## config.mk

```make
export PLATFORM = sky130hd
export DESIGN_NAME = fir_coeff_loader_flat
export DESIGN_NICKNAME = d
export VERILOG_FILES = /design/src/rtl/fir_coeff_loader_if.sv /design/src/rtl/fir_coeff_loader.sv /design/src/flat_wrapper.sv
export SDC_FILE = /design/constraint.sdc
export NUM_CORES = 1
export LEC_CHECK = 0
export CAP_MARGIN = 5
export CELL_PAD_IN_SITES_DETAIL_PLACEMENT = 1
export CELL_PAD_IN_SITES_GLOBAL_PLACEMENT = 1
export CORE_ASPECT_RATIO = 0.6
export CORE_MARGIN = 10
export CORE_UTILIZATION = 35
export CTS_CLUSTER_SIZE = 20
export DETAILED_ROUTE_END_ITERATION = 16
export GPL_TIMING_DRIVEN = 0
export PLACE_DENSITY_LB_ADDON = 0.1
export SLEW_MARGIN = 10
export SYNTH_ARGS = -nofsm -noshare
export SYNTH_HDL_FRONTEND = slang
export SYNTH_SLANG_ARGS = --single-unit
export TNS_END_PERCENT = 100
```

## constraint.sdc

```tcl
create_clock -name clk -period 2.25 [get_ports clk]
set_input_delay 0.45 -clock clk [delete_from_list [all_inputs] [get_ports clk]]
set_output_delay 0.45 -clock clk [all_outputs]
set_load 0.05 [all_outputs]
```

## src/rtl/fir_coeff_loader_if.sv

```systemverilog
// AXI-stream channel that carries coefficient words into fir_coeff_loader.
interface fir_coeff_loader_if #(
    parameter int unsigned WIDTH = 16
);
    logic [WIDTH-1:0] tdata;
    logic             tvalid;
    logic             tready;
    logic             tlast;

    modport master (output tdata, output tvalid, output tlast, input tready);
    modport slave  (input tdata, input tvalid, input tlast, output tready);
endinterface

```

## src/rtl/fir_coeff_loader.sv

```systemverilog
// Runtime coefficient loader: turns one AXI-stream frame of NPE*NTAPS words into
// one-hot per-PE coefficient RAM write strobes, with framing-error detection.
module fir_coeff_loader #(
    parameter int unsigned WIDTH = 16,
    parameter int unsigned NTAPS = 8,
    parameter int unsigned NPE   = 4
) (
    input  logic                     clk,
    input  logic                     rst,
    fir_coeff_loader_if.slave        s_axis_coeff,
    output logic [NPE-1:0]           coeff_wen,
    output logic [$clog2(NTAPS)-1:0] coeff_waddr,
    output logic [WIDTH-1:0]         coeff_wdata,
    output logic                     load_done,
    output logic                     load_err,
    output logic                     busy
);
    localparam int unsigned TapW = $clog2(NTAPS);
    localparam int unsigned PeW  = (NPE > 1) ? $clog2(NPE) : 1;
    localparam logic [TapW-1:0] LastTap = TapW'(NTAPS - 1);
    localparam logic [PeW-1:0]  LastPe  = PeW'(NPE - 1);

    typedef enum logic [1:0] {StIdle, StLoad, StDrain, StCommit} state_e;

    state_e          state_q;
    logic            tready_q;
    logic [TapW-1:0] tap_cnt_q;
    logic [PeW-1:0]  pe_cnt_q;
    logic            accept;
    logic            last_word;

    assign s_axis_coeff.tready = tready_q;
    assign accept    = s_axis_coeff.tvalid & tready_q;
    assign last_word = (tap_cnt_q == LastTap) && (pe_cnt_q == LastPe);

    always_ff @(posedge clk or negedge rst) begin
        if (!rst) begin
            state_q     <= StIdle;
            tready_q    <= 1'b0;
            tap_cnt_q   <= '0;
            pe_cnt_q    <= '0;
            coeff_wen   <= '0;
            coeff_waddr <= '0;
            coeff_wdata <= '0;
            load_done   <= 1'b0;
            load_err    <= 1'b0;
            busy        <= 1'b0;
        end else begin
            coeff_wen <= '0;
            load_done <= 1'b0;
            load_err  <= 1'b0;

            unique case (state_q)
                // Idle and Load share word handling; in Idle the counters are at word 0.
                StIdle, StLoad: begin
                    tready_q <= 1'b1;
                    if (accept) begin
                        if (s_axis_coeff.tlast && !last_word) begin
                            // Early tlast: drop this word, keep whatever was already written.
                            load_err  <= 1'b1;
                            busy      <= 1'b0;
                            tap_cnt_q <= '0;
                            pe_cnt_q  <= '0;
                            state_q   <= StIdle;
                        end else begin
                            coeff_wen   <= NPE'(1) << pe_cnt_q;
                            coeff_waddr <= tap_cnt_q;
                            coeff_wdata <= s_axis_coeff.tdata;
                            busy        <= 1'b1;
                            if (last_word) begin
                                tap_cnt_q <= '0;
                                pe_cnt_q  <= '0;
                                if (s_axis_coeff.tlast) begin
                                    load_done <= 1'b1;
                                    tready_q  <= 1'b0;
                                    state_q   <= StCommit;
                                end else begin
                                    state_q <= StDrain;
                                end
                            end else begin
                                if (tap_cnt_q == LastTap) begin
                                    tap_cnt_q <= '0;
                                    pe_cnt_q  <= pe_cnt_q + 1'b1;
                                end else begin
                                    tap_cnt_q <= tap_cnt_q + 1'b1;
                                end
                                state_q <= StLoad;
                            end
                        end
                    end
                end

                StDrain: begin
                    tready_q <= 1'b1;
                    if (accept && s_axis_coeff.tlast) begin
                        load_err <= 1'b1;
                        busy     <= 1'b0;
                        state_q  <= StIdle;
                    end
                end

                StCommit: begin
                    tready_q <= 1'b1;
                    busy     <= 1'b0;
                    state_q  <= StIdle;
                end
            endcase
        end
    end
endmodule

```

## src/flat_wrapper.sv

```systemverilog
// flat-port wrapper written by rule: the top's interface ports become plain ports
module fir_coeff_loader_flat 
#(
    parameter int unsigned WIDTH = 16,
    parameter int unsigned NTAPS = 8,
    parameter int unsigned NPE   = 4
)
  (clk, rst, coeff_wen, coeff_waddr, coeff_wdata, load_done, load_err, busy, s_axis_coeff_tdata, s_axis_coeff_tvalid, s_axis_coeff_tlast, s_axis_coeff_tready);
  fir_coeff_loader_if #(.WIDTH(WIDTH)) s_axis_coeff_i ();
  input  logic clk;
  input  logic rst;
  output logic [NPE-1:0] coeff_wen;
  output logic [$clog2(NTAPS)-1:0] coeff_waddr;
  output logic [WIDTH-1:0] coeff_wdata;
  output logic load_done;
  output logic load_err;
  output logic busy;
  input wire logic [$bits(s_axis_coeff_i.tdata)-1:0] s_axis_coeff_tdata;
  input wire logic [$bits(s_axis_coeff_i.tvalid)-1:0] s_axis_coeff_tvalid;
  input wire logic [$bits(s_axis_coeff_i.tlast)-1:0] s_axis_coeff_tlast;
  output wire logic [$bits(s_axis_coeff_i.tready)-1:0] s_axis_coeff_tready;
  assign s_axis_coeff_i.tdata = s_axis_coeff_tdata;
  assign s_axis_coeff_i.tvalid = s_axis_coeff_tvalid;
  assign s_axis_coeff_i.tlast = s_axis_coeff_tlast;
  assign s_axis_coeff_tready = s_axis_coeff_i.tready;
  fir_coeff_loader #(.WIDTH(WIDTH), .NTAPS(NTAPS), .NPE(NPE)) u_core (.clk(clk), .rst(rst), .s_axis_coeff(s_axis_coeff_i), .coeff_wen(coeff_wen), .coeff_waddr(coeff_waddr), .coeff_wdata(coeff_wdata), .load_done(load_done), .load_err(load_err), .busy(busy));
endmodule
```

==> metrics <==
outcome=completed; layout cell share with drive strength beyond 1=22.7%; Clock Skews=0.0109 ns; gr usage total=10.5%; Syn Nets=134; CP max-delay cell=dfrtp_1; vias in the first global route=1,109; Yosys cell types=23; largest net degree at the start of global routing=35; max-cap violations=0; Initial Util=37.8%; switch share=33.7%; Routed WL=3620 um; nets@finish=190; total CTS buffers=5; Arrival @ worst endpoint=2.23 ns; Die Height=69.7 um; area grow syn2layout=43.8%; TritonCTS clock tree=yes; HP Class=in2async; CTS clock-pin slew for the worst setup and hold paths=0.07 ns; CP required=2.41 ns; io pins=47; Vias/cell=4.81; Setup CP Type=reg2reg; period utilization=91.8%; measured slew at the worst slew-check pin=0.752 ns; Int Power=1.13 mW; TritonRoute pass-1 iters=4; worst skew pair latency=0.28 ns; pwr dens=821 nW/um^2; first-pass GRT wire length=5740 um; Clock Tree Buf Depth=2; fillcell total=398; max incr delay on CP=0.42 ns; #FFs+latches synth=34; routed len/inst=17.2 um; NetSw=0.574 mW; cells after synthesis=106; Comb pwr share=29.9%; via count=1,011; CTS root buffer=clkbuf_8; fin crit period=2.07 ns; FF+latch area=851 sq um; CP endpoint kind=flip-flop; initial antenna violation count=0; RR Startpoint=u_core.tap_cnt_q[0]; max-slew violation count=0; maximum clock rate=0.484 GHz; final non-filler cell total=210; dpl hpwl=2780 um; die area=7160 sq um; Syn. warnings=0; grt total ovfl=0; worst-path maximum fanout=10; Reg-to-Reg End=u_core.coeff_wdata[1]; cell chain of the critical path=ha_1 > ha_1 > nand2_1 > ha_2 > nor3_4 > buf_6 > mux2_2; area taken by multi-input logic gates=539 sq um; Syn Area/Cell=13.6 sq um; Leakage=0.932 nW; # rows=17; Core ar.=3810 sq um; worst reg-to-reg setup slack=0.18 ns; RSZ-0062 raised after global routing=false; power share of the clock group=27.3%; die width=103 um; Detail Route Antenna Nets=0; # setup viols final=0; gp weighted congestion=0.683; peak supply drop=0.480 mV; Netlist Area Pre-Place=1440 sq um; Seq/Total Area, Yosys=59.1%; Register-to-Register Path Depth=7; most used cell, CP=ha_1; I/O Buffers=46; Reg power frac=42.8%; Num Clock Sinks=34; final instance area=2070 sq um; Placed Cells=199; dpl cell area=1950 sq um; H-tree depth=2; DR DRC count=0; Final Hold Vio Count=0; # hold bufs at CTS=0; Rel. slew slack=49.9%; Worst setup SP type=flip-flop; Iteration-0 DRC Markers=23; ANT cells=0
==> power by group through the flow <==
stage,logic (mW),registers [mW],clock network (mW)
floorplan,0.104,0.938,0
global placement,0.502,0.732,0
detailed placement,0.513,0.739,0
CTS,0.518,0.728,0.480
global route,0.542,0.737,0.514
finish,0.509,0.727,0.464
==> flip-flops by register name (all words and copies together), names as in the netlist <==
| signal | cells |
|---|---|
| u_core.tap_cnt_q | 3 |
| u_core.coeff_wdata | 16 |
| u_core.state_q | 2 |
| u_core.coeff_wen | 4 |
| u_core.s_axis_coeff.tready | 1 |
| u_core.load_err | 1 |
| u_core.load_done | 1 |
| u_core.pe_cnt_q | 2 |
| u_core.busy | 1 |
| u_core.coeff_waddr | 3 |
==> kinds of logic after synthesis <==
group                      synth area share [%]
and+or+nand+nor                            10.1
muxes                                      14.9
buffers and inverters                      3.65
DFF                                        59.1
AOI/OAI and AO/OA                          5.39
adders and majority gates                  6.95
==> per-stage QoR <==
step                      setup TNS, ns  hold WS [ns]  power, mW  utilization [%]  setup slack [ns]
after floorplan                       0         0.154       1.04                -             0.291
after global placement            -2.82         0.489       1.23             51.5            -0.210
after detailed placement          -4.46         0.495       1.25             51.3            -0.311
after CTS                             0         0.256       1.73             54.1            0.0867
after global routing                  0         0.284       1.79             54.4            0.0615
final                                 0         0.226       1.70             54.4             0.184
==> how the worst max path moves through the flow <==
stage                              from                    end  slack [ns]
finish              u_core.tap_cnt_q[0]  u_core.coeff_wdata[1]        0.18
global route        u_core.tap_cnt_q[0]  u_core.coeff_wdata[1]        0.06
CTS                 u_core.tap_cnt_q[0]  u_core.coeff_wdata[1]        0.09
detailed placement   s_axis_coeff_tlast  u_core.coeff_wdata[1]       -0.31
global placement     s_axis_coeff_tlast  u_core.coeff_wdata[3]       -0.21
floorplan           u_core.tap_cnt_q[0]  u_core.coeff_wdata[0]        0.29
==> cells in the mapped netlist <==
cell type  number  area (sq um)
a32o_1          1          10.0
a21o_1          1          7.51
o41ai_1         1          8.76
nand3b_4        1          20.0
nand3_1         3          15.0
buf_6           2          22.5
ha_1            8           100
or4_1           1          7.51
nor3_1          1          5.00
nand2_2         1          6.26
nor3_4          1          16.3
nand2b_1        1          6.26
nand2_1         7          26.3
o21bai_1        1          7.51
a22o_1          1          8.76
nor2_1          3          11.3
mux2_2         19           214
buf_4           1          7.51
a21oi_1         3          15.0
dfrtp_1        34           851
inv_1           6          22.5
o21ai_0         4          20.0
and2_1          5          31.3
==> routing by layer <==
layer / wire length (um) / vias up / GRT usage, % / share of wire [%]
met5: 0 / - / 0 / 0
met4: 16 / 0 / 3.20 / 0.44
met3: 290 / 2 / 5.06 / 8.0
met2: 1770 / 29 / 17.1 / 49
met1: 1550 / 511 / 11.7 / 43
li1: - / 469 / - / -
==> repair_timing <==
| action | 4_1_cts | 5_1_grt |
|---|---|---|
| gates resized for setup | 0 | 1 |
| buffers inserted | 2 | 1 |
| setup endpoints to repair | 13 | 12 |
| endpoints found under the hold margin | 0 | 0 |
| pin swaps | 1 | 1 |
| cloned | 0 | 0 |
==> critical path: cells and delay by family (launching register included) <==
family / cells / cell delay [ns]
AND/OR/NAND/NOR: 2 / 0.38
multiplexers: 1 / 0.35
adder cells (fa/ha/maj): 3 / 0.57
flip-flops: 1 / 0.42
buffers and inverters: 1 / 0.20
==> placed cells by master, fill, tap and decap left out <==
cell type / n
a21o_1: 1
o41ai_1: 1
nand3_1: 3
nor3_4: 1
buf_6: 2
inv_1: 6
clkinv_2: 1
o21ai_0: 4
and2_1: 5
a32o_1: 1
ha_1: 7
nand2_1: 7
clkdlybuf4s50_1: 45
dfrtp_1: 34
nor3_1: 1
nand3b_4: 1
a22o_1: 1
or4_1: 1
ha_2: 1
buf_4: 4
nand2b_1: 1
mux2_2: 19
nand2_2: 1
buf_2: 1
a21oi_1: 3
clkbuf_1: 1
nor2_1: 3
clkbuf_8: 6
o21bai_1: 1
==> final cells by class <==
cell class                      count  area share (%)
Buffer                              3            1.45
Clock buffer                        7            4.17
Clock inverter                      1           0.242
Multi-Input combinational cell     63            26.0
Sequential cell                    34            41.1
Inverter                            6            1.09
Timing Repair Buffer               49            23.1
Tap cell                           47            2.84
No activity file was read; power rests on OpenSTA's default activity.
